## src/rtl/gamepad_if.sv

```systemverilog
// Signal bundle between gamepad_reader, the host that polls it and the serial pad.
interface gamepad_if;
  // Handshake: poll is a one-cycle request honoured only while busy=0; polls seen
  // while busy=1 are dropped. done and changed are one-cycle strobes with no
  // backpressure. buttons is a registered word, valid in every cycle.
  logic        poll;
  logic        pad_data;
  logic        pad_latch;
  logic        pad_clk;
  logic [15:0] buttons;
  logic        busy;
  logic        done;
  logic        changed;

  modport master (
    output poll,
    output pad_data,
    input  pad_latch,
    input  pad_clk,
    input  buttons,
    input  busy,
    input  done,
    input  changed
  );

  modport slave (
    input  poll,
    input  pad_data,
    output pad_latch,
    output pad_clk,
    output buttons,
    output busy,
    output done,
    output changed
  );
endinterface

```

## src/rtl/gamepad_reader.sv

```systemverilog
// Serial shift-register gamepad scanner: latch, clock out BUTTON_COUNT active-low bits,
// and commit the active-high word only when two consecutive scans agree.
module gamepad_reader #(
  parameter int CLK_DIV      = 8,
  parameter int BUTTON_COUNT = 16
) (
  input  logic       clk,
  input  logic       reset,
  gamepad_if.slave   pad,
  output logic [2:0] dbg_state
);

  localparam int PW = $clog2(2 * CLK_DIV);
  localparam int BW = (BUTTON_COUNT > 1) ? $clog2(BUTTON_COUNT) : 1;
  localparam logic [PW-1:0] LATCH_LAST = PW'(2 * CLK_DIV - 1);
  localparam logic [PW-1:0] HALF_LAST  = PW'(CLK_DIV - 1);
  localparam logic [BW-1:0] BIT_LAST   = BW'(BUTTON_COUNT - 1);

  typedef enum logic [2:0] {
    S_IDLE   = 3'd0,
    S_LATCH  = 3'd1,
    S_LOW    = 3'd2,
    S_HIGH   = 3'd3,
    S_COMMIT = 3'd4
  } state_t;

  state_t        state_q;
  state_t        state_d;
  logic [PW-1:0] phase_q;
  logic [BW-1:0] bit_q;
  logic [15:0]   shift_q;
  logic [15:0]   prev_q;
  logic [15:0]   buttons_q;
  logic          sync_meta_q;
  logic          sync_q;

  logic          latch_end;
  logic          half_end;
  logic          bit_end;
  logic          scan_start;
  logic          sample_en;
  logic          bit_inc;
  logic          commit_en;

  // pad_data is asynchronous to system_clk; nothing past sync_q ever sees it raw.
  always_ff @(posedge clk) begin
    if (reset) begin
      sync_meta_q <= 1'b0;
      sync_q      <= 1'b0;
    end else begin
      sync_meta_q <= pad.pad_data;
      sync_q      <= sync_meta_q;
    end
  end

  assign latch_end = (phase_q == LATCH_LAST);
  assign half_end  = (phase_q == HALF_LAST);
  assign bit_end   = (bit_q == BIT_LAST);

  always_ff @(posedge clk) begin
    if (reset) begin
      state_q <= S_IDLE;
    end else begin
      state_q <= state_d;
    end
  end

  always_comb begin
    state_d = state_q;
    case (state_q)
      S_IDLE:   if (pad.poll) state_d = S_LATCH;
      S_LATCH:  if (latch_end) state_d = S_LOW;
      S_LOW:    if (half_end) state_d = S_HIGH;
      S_HIGH:   if (half_end) state_d = bit_end ? S_COMMIT : S_LOW;
      S_COMMIT: state_d = S_IDLE;
      default:  state_d = S_IDLE;
    endcase
  end

  always_comb begin
    pad.pad_latch = 1'b0;
    pad.pad_clk   = 1'b1;
    pad.busy      = 1'b1;
    pad.done      = 1'b0;
    pad.changed   = 1'b0;
    scan_start    = 1'b0;
    sample_en     = 1'b0;
    bit_inc       = 1'b0;
    commit_en     = 1'b0;
    case (state_q)
      S_IDLE: begin
        pad.busy   = 1'b0;
        scan_start = pad.poll;
      end
      S_LATCH: pad.pad_latch = 1'b1;
      S_LOW: begin
        pad.pad_clk = 1'b0;
        sample_en   = half_end;
      end
      S_HIGH: bit_inc = half_end && !bit_end;
      S_COMMIT: begin
        pad.done  = 1'b1;
        commit_en = 1'b1;
        // A change is only reported when the debounced value actually moves.
        pad.changed = (shift_q == prev_q) && (shift_q != buttons_q);
      end
      default: pad.busy = 1'b0;
    endcase
  end

  // Phase restarts on every state change so each phase length is counted from zero.
  always_ff @(posedge clk) begin
    if (reset) begin
      phase_q   <= '0;
      bit_q     <= '0;
      shift_q   <= '0;
      prev_q    <= '0;
      buttons_q <= '0;
    end else begin
      if (state_q == S_IDLE || state_d != state_q) begin
        phase_q <= '0;
      end else begin
        phase_q <= phase_q + PW'(1);
      end

      if (state_q == S_IDLE) begin
        bit_q <= '0;
      end else if (bit_inc) begin
        bit_q <= bit_q + BW'(1);
      end

      if (scan_start) begin
        shift_q <= '0;
      end else if (sample_en) begin
        shift_q[4'(bit_q)] <= ~sync_q;
      end

      if (commit_en) begin
        prev_q <= shift_q;
        if (shift_q == prev_q) begin
          buttons_q <= shift_q;
        end
      end
    end
  end

  assign pad.buttons = buttons_q;
  assign dbg_state   = state_q;

endmodule
```

## src/flat_wrapper.sv

```systemverilog
// flat-port wrapper written by rule: the top's interface ports become plain ports
module gamepad_reader_flat 
#(
  parameter int CLK_DIV      = 8,
  parameter int BUTTON_COUNT = 16
)
  (clk, reset, dbg_state, pad_poll, pad_pad_data, pad_pad_latch, pad_pad_clk, pad_buttons, pad_busy, pad_done, pad_changed);
  gamepad_if pad_i ();
  input  logic clk;
  input  logic reset;
  output logic [2:0] dbg_state;
  input wire logic [$bits(pad_i.poll)-1:0] pad_poll;
  input wire logic [$bits(pad_i.pad_data)-1:0] pad_pad_data;
  output wire logic [$bits(pad_i.pad_latch)-1:0] pad_pad_latch;
  output wire logic [$bits(pad_i.pad_clk)-1:0] pad_pad_clk;
  output wire logic [$bits(pad_i.buttons)-1:0] pad_buttons;
  output wire logic [$bits(pad_i.busy)-1:0] pad_busy;
  output wire logic [$bits(pad_i.done)-1:0] pad_done;
  output wire logic [$bits(pad_i.changed)-1:0] pad_changed;
  assign pad_i.poll = pad_poll;
  assign pad_i.pad_data = pad_pad_data;
  assign pad_pad_latch = pad_i.pad_latch;
  assign pad_pad_clk = pad_i.pad_clk;
  assign pad_buttons = pad_i.buttons;
  assign pad_busy = pad_i.busy;
  assign pad_done = pad_i.done;
  assign pad_changed = pad_i.changed;
  gamepad_reader #(.CLK_DIV(CLK_DIV), .BUTTON_COUNT(BUTTON_COUNT)) u_core (.clk(clk), .reset(reset), .pad(pad_i), .dbg_state(dbg_state));
endmodule
```

## config.mk

```make
export PLATFORM = sky130hd
export DESIGN_NAME = gamepad_reader_flat
export DESIGN_NICKNAME = d
export VERILOG_FILES = /design/src/rtl/gamepad_if.sv /design/src/rtl/gamepad_reader.sv /design/src/flat_wrapper.sv
export SDC_FILE = /design/constraint.sdc
export NUM_CORES = 1
export LEC_CHECK = 0
export BUFFER_PORTS_ARGS = -buffer_cell sky130_fd_sc_hd__buf_2
export CAP_MARGIN = 25
export CORE_UTILIZATION = 35
export CTS_CLUSTER_SIZE = 12
export DETAILED_ROUTE_END_ITERATION = 6
export SLEW_MARGIN = 20
export SYNTH_ARGS = -nofsm -noshare
export SYNTH_HDL_FRONTEND = slang
export SYNTH_SLANG_ARGS = --single-unit
```

## constraint.sdc

```tcl
create_clock -name clk -period 1.5 [get_ports clk]
set_input_delay 0.15 -clock clk [delete_from_list [all_inputs] [get_ports clk]]
set_output_delay 0.15 -clock clk [all_outputs]
set_load 0.05 [all_outputs]
```

==> results.toml, run 1 <==
[logic_synthesis]
synth_compound_area_share_pct = 13.1
syn_nets = 363
synth_top_family_by_area = "simple AND/OR/NAND/NOR gates"
synth-seq-area-share_pct = 42.0
netlist.area_leader.share_pct = 42.0
ys_types = 39
synth_xor_area_share_pct = 11.4
synth_fa_ha_area_share_pct = 2.15
syn-cell-area_mm2 = 0.00291
synthCells = 354
synth-simple-area-share_pct = 25.3
avgSynthCellArea_um2 = 8.21
synth_area_leader_cell = "dfxtp_1"
yosysWarnings = 0
synth.area.mux_share_pct = 1.38
synth_area_leaders = "dfxtp_1, xnor2_1, a21oi_1, nand3_1, nand2_1"
synth_seq_cells = 61

[power_and_ir_drop]
power_density_mw_per_mm2 = 773
leakage_nw = 1.55
ir_worst_vdd_uv = 488
total_power_mw = 3.28

[worst_setup_path]
cp-start-kind = "flop"
path_class = "flop to output port"
crit_required_ps = 1350
worst_setup_path_end_kind = "output port"
cp_max_fo = 2
cp.arrival_ps = 1770

[cts]
cts_made_buffers = 9
clkLatencyLatePin_ps = 350
root_buffer = "clkbuf_8"
cts_sinks = 61
hold_buffers = 0
htree_levels = 3
cts_tree = "yes"
clk_pin_slew_ps = 80
cts.path.max_buffers = 2

[die]
die_w_um = 93.2
start_util_pct = 36.9
num_rows = 32
core_area_mm2 = 0.00789
fp.dieH_um = 93.2
die_area_mm2 = 0.00868
num_io_pins = 28

[grt]
antenna_found_initial = 0
grt_pass1_vias = 2676
gr-total-overflow = 0
grt_pass1_wl_mm = 13.4
grt_max_degree = 38
grt_use_total_pct = 19.8

[sta]
hold_viol = 0
rsz0062_at_grt = "true"
relSlewSlack_pct = 52.0
clock_skew_ps = 12.9
worst_pin_slew_ps = 719
fin_ws_ps = -422
setup_violations = 33
fin_tns_setup_ps = -7610
fmax_mhz = 520
layout_min_cycle_time_ps = 1920
fin_crit_sh_pct = 128
timing.hold.ws_ps = 25.7
drv_slew = 0

[route]
final_antenna_net_count = 0
drt-initial-drc-count = 137
wire_per_inst_um = 15.2
routed-via-count = 2749
drt_wl_total_mm = 8.20
first_pass_iters = 4
via_per_inst = 5.11
drc = 0

[final_layout]
drive_gt1_share_pct = 41.7
n_antenna_cell = 0
mostFrequentLayoutCells = "buf_4, dfxtp_1, nand2_1"
area_growth_syn_to_layout_pct = 45.7
fin_util_pct = 53.7
final_nets = 440

[placement]
gp_congestion = 0.775
hpwl_mm = 5.23
dp_slack_ps = -193
portBuffers = 27

[run_status]
violations = "setup timing"
outcome = "finished, violations left"

[hold_path]
worstHoldPathType = "input pin to flop"

[run]
maxCapViolations = 0
-- state kept, by name, indices dropped and copies added (netlist names) --
signal and count:
u_core.pad.buttons 16, u_core.prev_q 16, u_core.shift_q 16, u_core.bit_q 4, u_core.phase_q 4, u_core.dbg_state 3
u_core.sync_meta_q 1, u_core.sync_q 1
-- where the power goes --
group / leakage [nW] / internal [mW] / switching (mW) / total (mW)
Clock: 0.0918 / 0.771 / 0.715 / 1.49
Sequential: 0.498 / 1.62 / 0.00650 / 1.63
Combinational: 0.964 / 0.0569 / 0.104 / 0.161
Total: 1.55 / 2.45 / 0.825 / 3.28
-- cell type report --
| class | count | area (um^2) |
|---|---|---|
| Multi-Input combinational cell | 262 | 1870 |
| Tap cell | 102 | 128 |
| Clock inverter | 7 | 75.1 |
| Clock buffer | 9 | 124 |
| Fill cell | 694 | 3650 |
| Inverter | 5 | 21.3 |
| Sequential cell | 61 | 1240 |
| Timing Repair Buffer | 92 | 779 |
-- layer usage --
| metal | up-vias | GRT usage, % | part of all wire, % | wire [um] |
|---|---|---|---|---|
| li1 | 1385 | - | - | - |
| met1 | 1297 | 27.3 | 47 | 3850 |
| met2 | 54 | 29.7 | 48 | 3910 |
| met3 | 13 | 3.33 | 3.2 | 261 |
| met4 | 0 | 10.1 | 2.2 | 180 |
| met5 | - | 0 | 0 | 0 |
-- critical path: stages (launching register included) --
cell	delay [ps]
dfxtp_2	340
xor2_2	170
nor4_2	310
buf_4	180
nand4bb_4	120
nor3_4	130
buf_6	180
-- logic make-up (layout without fill, tap and decap cells) --
family / Yosys count / after routing
and+or+nand+nor: 146 / 146
AOI/OAI and AO/OA: 69 / 69
DFF: 61 / 61
xor gates and xnor gates: 38 / 38
buffers and inverters: 31 / 113
adders and majority gates: 5 / 5
muxes: 4 / 4
-- through the flow --
step           instances  cell area, um^2
2_1_floorplan        354             3000
3_3_place_gp         512             3560
3_5_place_dp         512             3560
4_1_cts              536             3970
5_1_grt              538             4240
6_report             538             4240
-- cell usage after synthesis --
library cell	n
o211ai_1	1
a21oi_1	34
or2_1	1
nand4bb_4	1
mux2i_1	4
and3_1	3
clkbuf_2	1
buf_2	3
ha_1	5
nor3_2	1
a31oi_1	12
nand4b_1	1
nand3_1	33
nor2b_1	4
a221oi_1	1
nand4_1	9
nand2b_1	1
nor4_2	2
nor3b_1	1
nand2_1	37
buf_4	4
clkbuf_1	14
nor3_1	17
inv_2	1
nand2_2	1
or3b_1	1
nor2_2	2
a21o_1	2
inv_1	4
dfxtp_1	61
xnor2_1	27
nor4_1	2
and3b_1	1
a311oi_1	1
xor2_1	11
nor2_1	28
buf_1	4
o21ai_0	16
a22oi_1	2
-- worst paths after layout --
path	start	to	slack (ps)	cells past startpoint
worst min register to register	u_core.sync_meta_q$_SDFF_PP0_	u_core.sync_q$_SDFF_PP0_	460	1
worst max register to register	u_core.prev_q[7]$_SDFFE_PP0P_	u_core.pad.buttons[7]$_SDFFE_PP0P_	-350	9
worst min-delay path	pad_pad_data	u_core.sync_meta_q$_SDFF_PP0_	30	2
worst max-delay path	u_core.prev_q[7]$_SDFFE_PP0P_	pad_changed	-420	6
-- repair_timing --
| item | 4_1_cts | 5_1_grt |
|---|---|---|
| endpoints found under the setup margin | 33 | 45 |
| pin swaps | 23 | 25 |
| setup buffers | 7 | 3 |
| gates cloned | 2 | 0 |
| gates resized for setup | 38 | 67 |
(Power assumes the default switching activity.)
==> run 2, diff against run 1 <==
--- a/config.mk
+++ b/config.mk
@@ -7,7 +7,7 @@
 export LEC_CHECK = 0
 export BUFFER_PORTS_ARGS = -buffer_cell sky130_fd_sc_hd__buf_2
 export CAP_MARGIN = 25
-export CORE_UTILIZATION = 35
+export CORE_UTILIZATION = 30
 export CTS_CLUSTER_SIZE = 12
 export DETAILED_ROUTE_END_ITERATION = 6
 export SLEW_MARGIN = 20
==> results.toml, run 2 (same netlist as run 1, synthesis figures left out) <==
[grt]
gr-total-overflow = 0
grt_pass1_vias = 2638
grt_use_total_pct = 16.7
grt_pass1_wl_mm = 13.0
grt_max_degree = 22
antenna_found_initial = 0

[cts]
root_buffer = "clkbuf_8"
cts_sinks = 61
hold_buffers = 0
clk_pin_slew_ps = 70
htree_levels = 3
clkLatencyLatePin_ps = 330
cts_made_buffers = 9
cts.path.max_buffers = 2
cts_tree = "yes"

[worst_setup_path]
crit_path_cell_trace = "xor2_1 -> nor4_2 -> buf_4 -> nand4bb_4 -> nor3_4 -> buf_6"
crit_required_ps = 1350
path_class = "flop to output port"
cp_max_fo = 2
worst_setup_path_end_kind = "output port"
r2r_cells = 8
cp.arrival_ps = 1720
cpMaxStageDelayCell = "dfxtp_2"
cpPeakStageDelay_ps = 320
cp-start-kind = "flop"

[route]
routed-via-count = 2771
via_per_inst = 4.96
drc = 0
wire_per_inst_um = 14.4
final_antenna_net_count = 0
drt-initial-drc-count = 149
first_pass_iters = 4
drt_wl_total_mm = 8.06

[sta]
setup_violations = 34
clock_skew_ps = 12.0
drv_slew = 0
layout_min_cycle_time_ps = 1870
relSlewSlack_pct = 63.1
fin_crit_sh_pct = 125
hold_viol = 0
rsz0062_at_grt = "true"
worst_pin_slew_ps = 554
fmax_mhz = 534
timing.hold.ws_ps = 76.9
fin_ws_ps = -373

[final_layout]
final_nets = 434
mostFrequentLayoutCells = "dfxtp_1, buf_4, nand2_1"
final_common_cell = "dfxtp_1"
instances_no_fill = 559
drive_gt1_share_pct = 36.5
n_antenna_cell = 0
area_growth_syn_to_layout_pct = 44.0

[placement]
hpwl_mm = 5.38
gp_congestion = 0.808
dpl.cell_count = 539
portBuffers = 27

[die]
core_area_mm2 = 0.00933
start_util_pct = 31.2
num_io_pins = 28
die_area_mm2 = 0.0101
num_rows = 35
fp.dieH_um = 100
die_w_um = 100

[run]
maxCapViolations = 0

[power_and_ir_drop]
leakage_nw = 1.55
power_density_mw_per_mm2 = 848
ir_worst_vdd_uv = 418

[run_status]
violations = "setup timing"
outcome = "finished, violations left"

[hold_path]
worstHoldPathType = "input pin to flop"
holdPathStages = 2
run 2: cell types whose count changed in the layout (fill, tap and decap cells not counted), sizes merged:
cell      change
buf           -6
clkinvlp      -3
bufinv        +2
clkbuf        +1
run 2: layout make-up:
class | count | area, um^2
inverter | 5 | 21.3
multi-input combinational | 262 | 1800
sequential | 61 | 1240
tap | 129 | 161
clock buffer | 10 | 128
timing repair buffer | 86 | 729
clock inverter | 6 | 110
fill | 881 | 5140
run 2: power by group:
group          switching [mW]  internal, mW
Sequential            0.00591          1.62
Combinational           0.102        0.0583
Clock                   0.658          1.11
Total                   0.766          2.79
run 2: final timing paths:
kind / startpoint / to / slack [ps]
setup / recovery: u_core.prev_q[7]$_SDFFE_PP0P_ / pad_changed / -370
hold / removal: pad_pad_data / u_core.sync_meta_q$_SDFF_PP0_ / 80
setup reg to reg: u_core.dbg_state[1]$_SDFF_PP0_ / u_core.shift_q[3]$_SDFFE_PP0P_ / -220
hold reg to reg: u_core.sync_meta_q$_SDFF_PP0_ / u_core.sync_q$_SDFF_PP0_ / 440
run 2: what timing repair did:
item	in CTS	in global routing
pin swaps	30	14
cloned	1	0
endpoints found under the hold margin	0	0
setup endpoints to repair	36	39
setup buffers	4	2
resized for setup	28	43
run 2: worst max-delay path: cells and delay by family, from the launching register on:
kind          cells  cell delay [ps]
buf+inv           2              350
xor+xnor          1              160
simple gates      3              560
flops             1              320
run 2: per-stage QoR:
| step | total power [mW] | setup slack (ps) | util (%) | TNS [ps] | cell area (um^2) |
|---|---|---|---|---|---|
| floorplan | 1.76 | -445 | - | -10320 | 3000 |
| global placement | 1.81 | -152 | 38.6 | -1890 | 3600 |
| detailed placement | 1.81 | -164 | 38.6 | -2780 | 3600 |
| CTS | 3.58 | -429 | 43.1 | -4160 | 4020 |
| global route | 3.68 | -470 | 44.9 | -6890 | 4190 |
| finish | 3.55 | -373 | 44.9 | -4410 | 4190 |
run 2: per-layer routing:
layer	vias up	global-route usage, %	share of wire, %	wire length [um]
li1	1372	-	-	-
met1	1342	20.6	45	3620
met2	43	28.0	51	4110
met3	14	3.12	2.4	194
met4	0	7.69	1.7	140
met5	-	0	0	0
